--- config.mk ---
export PLATFORM = sky130hd
export DESIGN_NAME = ldl_sfifo_burst_rd_flat
export DESIGN_NICKNAME = d
export VERILOG_FILES = /design/src/rtl/ldl_sfifo_burst_rd_if.sv /design/src/rtl/ldl_sfifo_burst_rd.sv /design/src/flat_wrapper.sv
export SDC_FILE = /design/constraint.sdc
export NUM_CORES = 1
export LEC_CHECK = 0
export BUFFER_PORTS_ARGS = -buffer_cell sky130_fd_sc_hd__buf_2
export CORE_ASPECT_RATIO = 1.25
export CORE_UTILIZATION = 40
export DETAILED_ROUTE_END_ITERATION = 7
export GPL_TIMING_DRIVEN = 1
export PLACE_DENSITY = 0.65
export SETUP_SLACK_MARGIN = 0.15
export SKIP_LAST_GASP = 1
export SLEW_MARGIN = 30
export SYNTH_ARGS = -nofsm -noshare
export SYNTH_HDL_FRONTEND = slang
export SYNTH_SLANG_ARGS = --single-unit
--- constraint.sdc ---
create_clock -name clk -period 2.4 [get_ports clk]
set_input_delay 0.12 -clock clk [delete_from_list [all_inputs] [get_ports clk]]
set_output_delay 0.12 -clock clk [all_outputs]
set_load 0.005 [all_outputs]
--- src/rtl/ldl_sfifo_burst_rd_if.sv ---
// FIFO-head and burst-stream signal bundle for ldl_sfifo_burst_rd.
// master = burst reader side, slave = FIFO/sink side.
interface ldl_sfifo_burst_rd_if #(
  parameter int DWIDTH = 8,
  parameter int AWIDTH = 8
);
  logic              fifo_empty;
  logic [AWIDTH:0]   fifo_count;
  logic [DWIDTH-1:0] fifo_rdata;
  logic              fifo_re;
  logic              o_valid;
  logic              o_ready;
  logic [DWIDTH-1:0] o_data;
  logic              o_last;
  logic [AWIDTH:0]   o_len;
  logic              busy;

  modport master (
    input  fifo_empty, fifo_count, fifo_rdata, o_ready,
    output fifo_re, o_valid, o_data, o_last, o_len, busy
  );

  modport slave (
    output fifo_empty, fifo_count, fifo_rdata, o_ready,
    input  fifo_re, o_valid, o_data, o_last, o_len, busy
  );
endinterface

--- src/rtl/ldl_sfifo_burst_rd.sv ---
// Burst reader for an FWFT sync FIFO: full bursts on threshold,
// partial bursts flushed after a timeout, valid/ready output stream.
module ldl_sfifo_burst_rd #(
  parameter int DWIDTH = 8,
  parameter int AWIDTH = 8,
  parameter int BURST  = 16,
  parameter int TMO    = 255
) (
  input  logic                  clk,
  input  logic                  rst_n,
  ldl_sfifo_burst_rd_if.master  bus
);
  localparam int TW = (TMO > 1) ? $clog2(TMO) : 1;
  localparam logic [TW-1:0]   TMO_M1  = TW'(TMO - 1);
  localparam logic [AWIDTH:0] BURST_L = (AWIDTH+1)'(BURST);
  localparam logic [AWIDTH:0] ONE     = (AWIDTH+1)'(1);

  typedef enum logic [1:0] {
    IDLE,
    WAIT,
    XFER
  } state_t;

  state_t          state;
  logic [TW-1:0]   timer;
  logic [AWIDTH:0] beat_cnt;
  logic [AWIDTH:0] len;
  logic            valid;
  logic            fire;
  logic            last;
  logic            full_burst;

  assign valid      = (state == XFER) & ~bus.fifo_empty;
  assign fire       = valid & bus.o_ready;
  assign last       = valid & (beat_cnt == len - ONE);
  assign full_burst = bus.fifo_count >= BURST_L;

  assign bus.o_data  = bus.fifo_rdata;
  assign bus.o_valid = valid;
  assign bus.fifo_re = fire;
  assign bus.o_last  = last;
  assign bus.o_len   = len;
  assign bus.busy    = (state != IDLE);

  always_ff @(posedge clk or negedge rst_n) begin
    if (!rst_n) begin
      state    <= IDLE;
      timer    <= '0;
      beat_cnt <= '0;
      len      <= '0;
    end else begin
      unique case (state)
        IDLE: begin
          timer <= '0;
          if (full_burst) begin
            state    <= XFER;
            len      <= BURST_L;
            beat_cnt <= '0;
          end else if (bus.fifo_count != '0) begin
            state <= WAIT;
          end
        end
        WAIT: begin
          if (full_burst) begin
            state    <= XFER;
            len      <= BURST_L;
            beat_cnt <= '0;
            timer    <= '0;
          end else if (timer == TMO_M1) begin
            // count < BURST here, so this is min(count, BURST)
            state    <= XFER;
            len      <= bus.fifo_count;
            beat_cnt <= '0;
            timer    <= '0;
          end else begin
            timer <= timer + 1'b1;
          end
        end
        XFER: begin
          if (fire) begin
            if (last) begin
              beat_cnt <= '0;
              state    <= IDLE;
            end else begin
              beat_cnt <= beat_cnt + ONE;
            end
          end
        end
        default: state <= IDLE;
      endcase
    end
  end
endmodule

--- src/flat_wrapper.sv ---
// flat-port wrapper written by rule: the top's interface ports become plain ports
module ldl_sfifo_burst_rd_flat 
#(
  parameter int DWIDTH = 8,
  parameter int AWIDTH = 8,
  parameter int BURST  = 16,
  parameter int TMO    = 255
)
  (clk, rst_n, bus_fifo_empty, bus_fifo_count, bus_fifo_rdata, bus_o_ready, bus_fifo_re, bus_o_valid, bus_o_data, bus_o_last, bus_o_len, bus_busy);
  ldl_sfifo_burst_rd_if #(.DWIDTH(DWIDTH), .AWIDTH(AWIDTH)) bus_i ();
  input  logic clk;
  input  logic rst_n;
  input wire logic [$bits(bus_i.fifo_empty)-1:0] bus_fifo_empty;
  input wire logic [$bits(bus_i.fifo_count)-1:0] bus_fifo_count;
  input wire logic [$bits(bus_i.fifo_rdata)-1:0] bus_fifo_rdata;
  input wire logic [$bits(bus_i.o_ready)-1:0] bus_o_ready;
  output wire logic [$bits(bus_i.fifo_re)-1:0] bus_fifo_re;
  output wire logic [$bits(bus_i.o_valid)-1:0] bus_o_valid;
  output wire logic [$bits(bus_i.o_data)-1:0] bus_o_data;
  output wire logic [$bits(bus_i.o_last)-1:0] bus_o_last;
  output wire logic [$bits(bus_i.o_len)-1:0] bus_o_len;
  output wire logic [$bits(bus_i.busy)-1:0] bus_busy;
  assign bus_i.fifo_empty = bus_fifo_empty;
  assign bus_i.fifo_count = bus_fifo_count;
  assign bus_i.fifo_rdata = bus_fifo_rdata;
  assign bus_i.o_ready = bus_o_ready;
  assign bus_fifo_re = bus_i.fifo_re;
  assign bus_o_valid = bus_i.o_valid;
  assign bus_o_data = bus_i.o_data;
  assign bus_o_last = bus_i.o_last;
  assign bus_o_len = bus_i.o_len;
  assign bus_busy = bus_i.busy;
  ldl_sfifo_burst_rd #(.DWIDTH(DWIDTH), .AWIDTH(AWIDTH), .BURST(BURST), .TMO(TMO)) u_core (.clk(clk), .rst_n(rst_n), .bus(bus_i));
endmodule
==> metrics.txt <==
status finished clean; hpwl dp around 2700 um; Placed Area 0.00185 mm2; CTS clk-pin slew, worst paths around 90 ps; worst slew pin tran 632 ps; total power around 1000 uW; IO Port Bufs 25; DR iter-0 viols 43; Cell Pwr Density between 400 and 500 mW/mm2; worst skew pair latency ~270 ps; final setup fails 0; die footprint 0.00449 mm2; routability cong. about 0.83; I/O pin count 42; post-synth top area share 41.5%; Initial Util between 40 and 50%; # rows 26; multiplexer area fraction after synthesis less than 1%; Slew headroom between 50% and 60%; Simple-Gate Fraction of Synth Area ~26%; Max Fclk between 400 and 500 MHz; largest family of logic cells by synthesized area simple AND/OR/NAND/NOR gates; number of CTS-inserted buffers 3; total track usage between 10% and 20%; FF+latch count, synth 28; die height 74.7 um; Worst Setup End Kind register; Async S/R FF share, synth 100%; crit path DAT 2340 ps; Final min period between 2000 and 2500 ps; pin count of the biggest net entering global routing 29; 1st-pass router iterations 4; largest area contributor in the netlist dfrtp_1; min-delay worst type in2reg; die width roughly 60 um; Post-Synth XOR/XNOR Area approximately 8.3%; Mapped Avg Cell Area ~9.5 um2; Slew Viols, Final 0; Pleak roughly 0.00095 uW; non-filler cells, final 265; YS warnings 0; Post-synth EDFFs 0; antenna-violating nets left 0; Vias 1398; clk sinks 28; # placed instances around 250; Crit Path Max Fanout 5; CTS tree built; adder-cell share of the synthesized area a little under 3%; ys flop type dfrtp_1; first-pass GRT wire length 5900 um; hold slack a little under 70 ps; Final period util 90.7%; RSZ-0062 raised after global routing true; nets 235; routed len/inst between 10 and 15 um; synth unique cells 38; Syn-to-layout area delta 21.4%; Syn Inst Count 178; Worst setup SP type register; vias in the first global route roughly 1300; share of layout cells above drive strength 1 approximately 31%; Mapped Nets a little over 200; number of max-cap violations 0; CP Class reg2reg; Final Hold Viols 0; register area share after synthesis about two fifths; Crit path required time roughly 2600 ps; fill count 367; Synth area leaders dfrtp_1 41%, xor2_1 5.2%, a22o_1 4.7%; GRT Residual Overflow 0; Synth Area in Compound Gates about 16%; core outline area approximately 0.0041 mm2; CTS H-Tree Depth 1; clk_skew about 3 ps; drt drc 0; worst vdd ir between 0.2 and 0.3 mV; cell area after layout slightly above 0.002 mm2; drt via density ~5.3; Root Driver clkbuf_8; # diodes 0; Bufs on Longest Clock Path 2; Mapped Area roughly 0.0017 mm2; final WL 3770 um; initial antenna violation count 0
## worst max-delay path, stage by stage, from the launching register on
cell	delay (ps)
dfrtp_1	400
buf_4	170
nor3_4	190
xnor2_1	180
o2111ai_2	190
a2111oi_4	340
buf_4	200
buf_6	110
o31ai_1	70
a22o_1	230
## sequential cells by signal, summed over array words and instances (netlist names)
| register | cells |
|---|---|
| u_core.beat_cnt | 9 |
| u_core.timer | 8 |
| u_core.bus.o_len | 9 |
| u_core.state | 2 |
## layer usage
layer / global-route usage (%) / vias up / part of all wire, %
met2: 31.0 / 26 / 54
met3: 2.75 / 4 / 2.9
met1: 21.3 / 684 / 43
met4: 4.65 / 0 / 0.66
met5: 0 / - / 0
li1: - / 684 / -
## through the flow
step,setup TNS (ps),utilization [%],setup slack (ps)
2_1_floorplan,0,-,155
3_3_place_gp,0,45.5,93.9
3_5_place_dp,-5.04,45.5,-5.04
4_1_cts,0,48.1,160
5_1_grt,0,50.5,88.1
6_report,0,50.5,224
## power by group
part | switching [uW] | internal [uW] | leakage, uW
combinational | 80.2 | 87.9 | 0.000583
clock | 145 | 147 | 0.0000288
sequential | 47.3 | 503 | 0.000335
## final cells by class
class / instances / area (um2) / share of cell area, %
tap: 56 / 70.1 / 3.41
multi-input combinational: 136 / 976 / 47.6
timing repair buffer: 38 / 233 / 11.3
sequential: 28 / 707 / 34.5
clock buffer: 4 / 55.1 / 2.68
inverter: 3 / 11.3 / 0.549
## cells in the final DEF, fill, tap and decap left out, types with 3 or more instances in the layout
cell / synthesis / final
a22o_1: 9 / 9
and2_1: 6 / 6
and3_1: 6 / 6
buf_2: 0 / 25
buf_4: 8 / 10
clkbuf_8: 0 / 4
dfrtp_1: 28 / 23
dfrtp_2: 0 / 5
ha_1: 4 / 3
nand2_1: 12 / 12
nand2b_1: 6 / 6
nand3_1: 7 / 7
nor2_1: 16 / 14
nor2b_1: 7 / 7
nor3_2: 0 / 3
o21ai_0: 9 / 9
o31ai_1: 4 / 4
or2_2: 4 / 4
xnor2_1: 6 / 6
xor2_1: 10 / 10
## kinds of logic (layout without fill, tap and decap cells)
family                     Yosys count  after routing
adders and majority gates            4              4
DFF                                 28             28
and+or+nand+nor                     81             81
AOI/OAI and AO/OA                   34             34
xor gates and xnor gates            16             16
muxes                                1              1
buffers and inverters               14             45
## cells in the mapped netlist (all sizes together), types with 3 or more instances
cell type and n:
dfrtp 28, nor2 16, nand2 12, xor2 10
a22o 9, o21ai 9, buf 8, nand3 7
nor2b 7, and2 6, and3 6, nand2b 6
nor3 6, xnor2 6, ha 4, o31ai 4
or2 4, clkbuf 3, inv 3
## repair_timing
action / CTS / global route
hold endpoints to repair: 28 / 0
setup buffers: 5 / 3
gates resized for setup: 0 / 20
endpoints found under the setup margin: 9 / 10
pin swaps: 1 / 5
hold buffers: 1 / 0
## worst paths after layout
kind | start | end | slack (ps) | cells past startpoint
max reg2reg | u_core.bus.o_len[0] | u_core.beat_cnt[5] | 220 | 9
min in group asynchronous | rst_n | u_core.beat_cnt[7] | 390 | 2
max | u_core.bus.o_len[0] | u_core.beat_cnt[5] | 220 | 9
min | bus_fifo_count[0] | u_core.bus.o_len[0] | 70 | 3
min reg2reg | u_core.timer[0] | u_core.timer[0] | 540 | 1
max in group asynchronous | rst_n | u_core.bus.o_len[5] | 1570 | 2
Power figures use the tool's default switching activity.
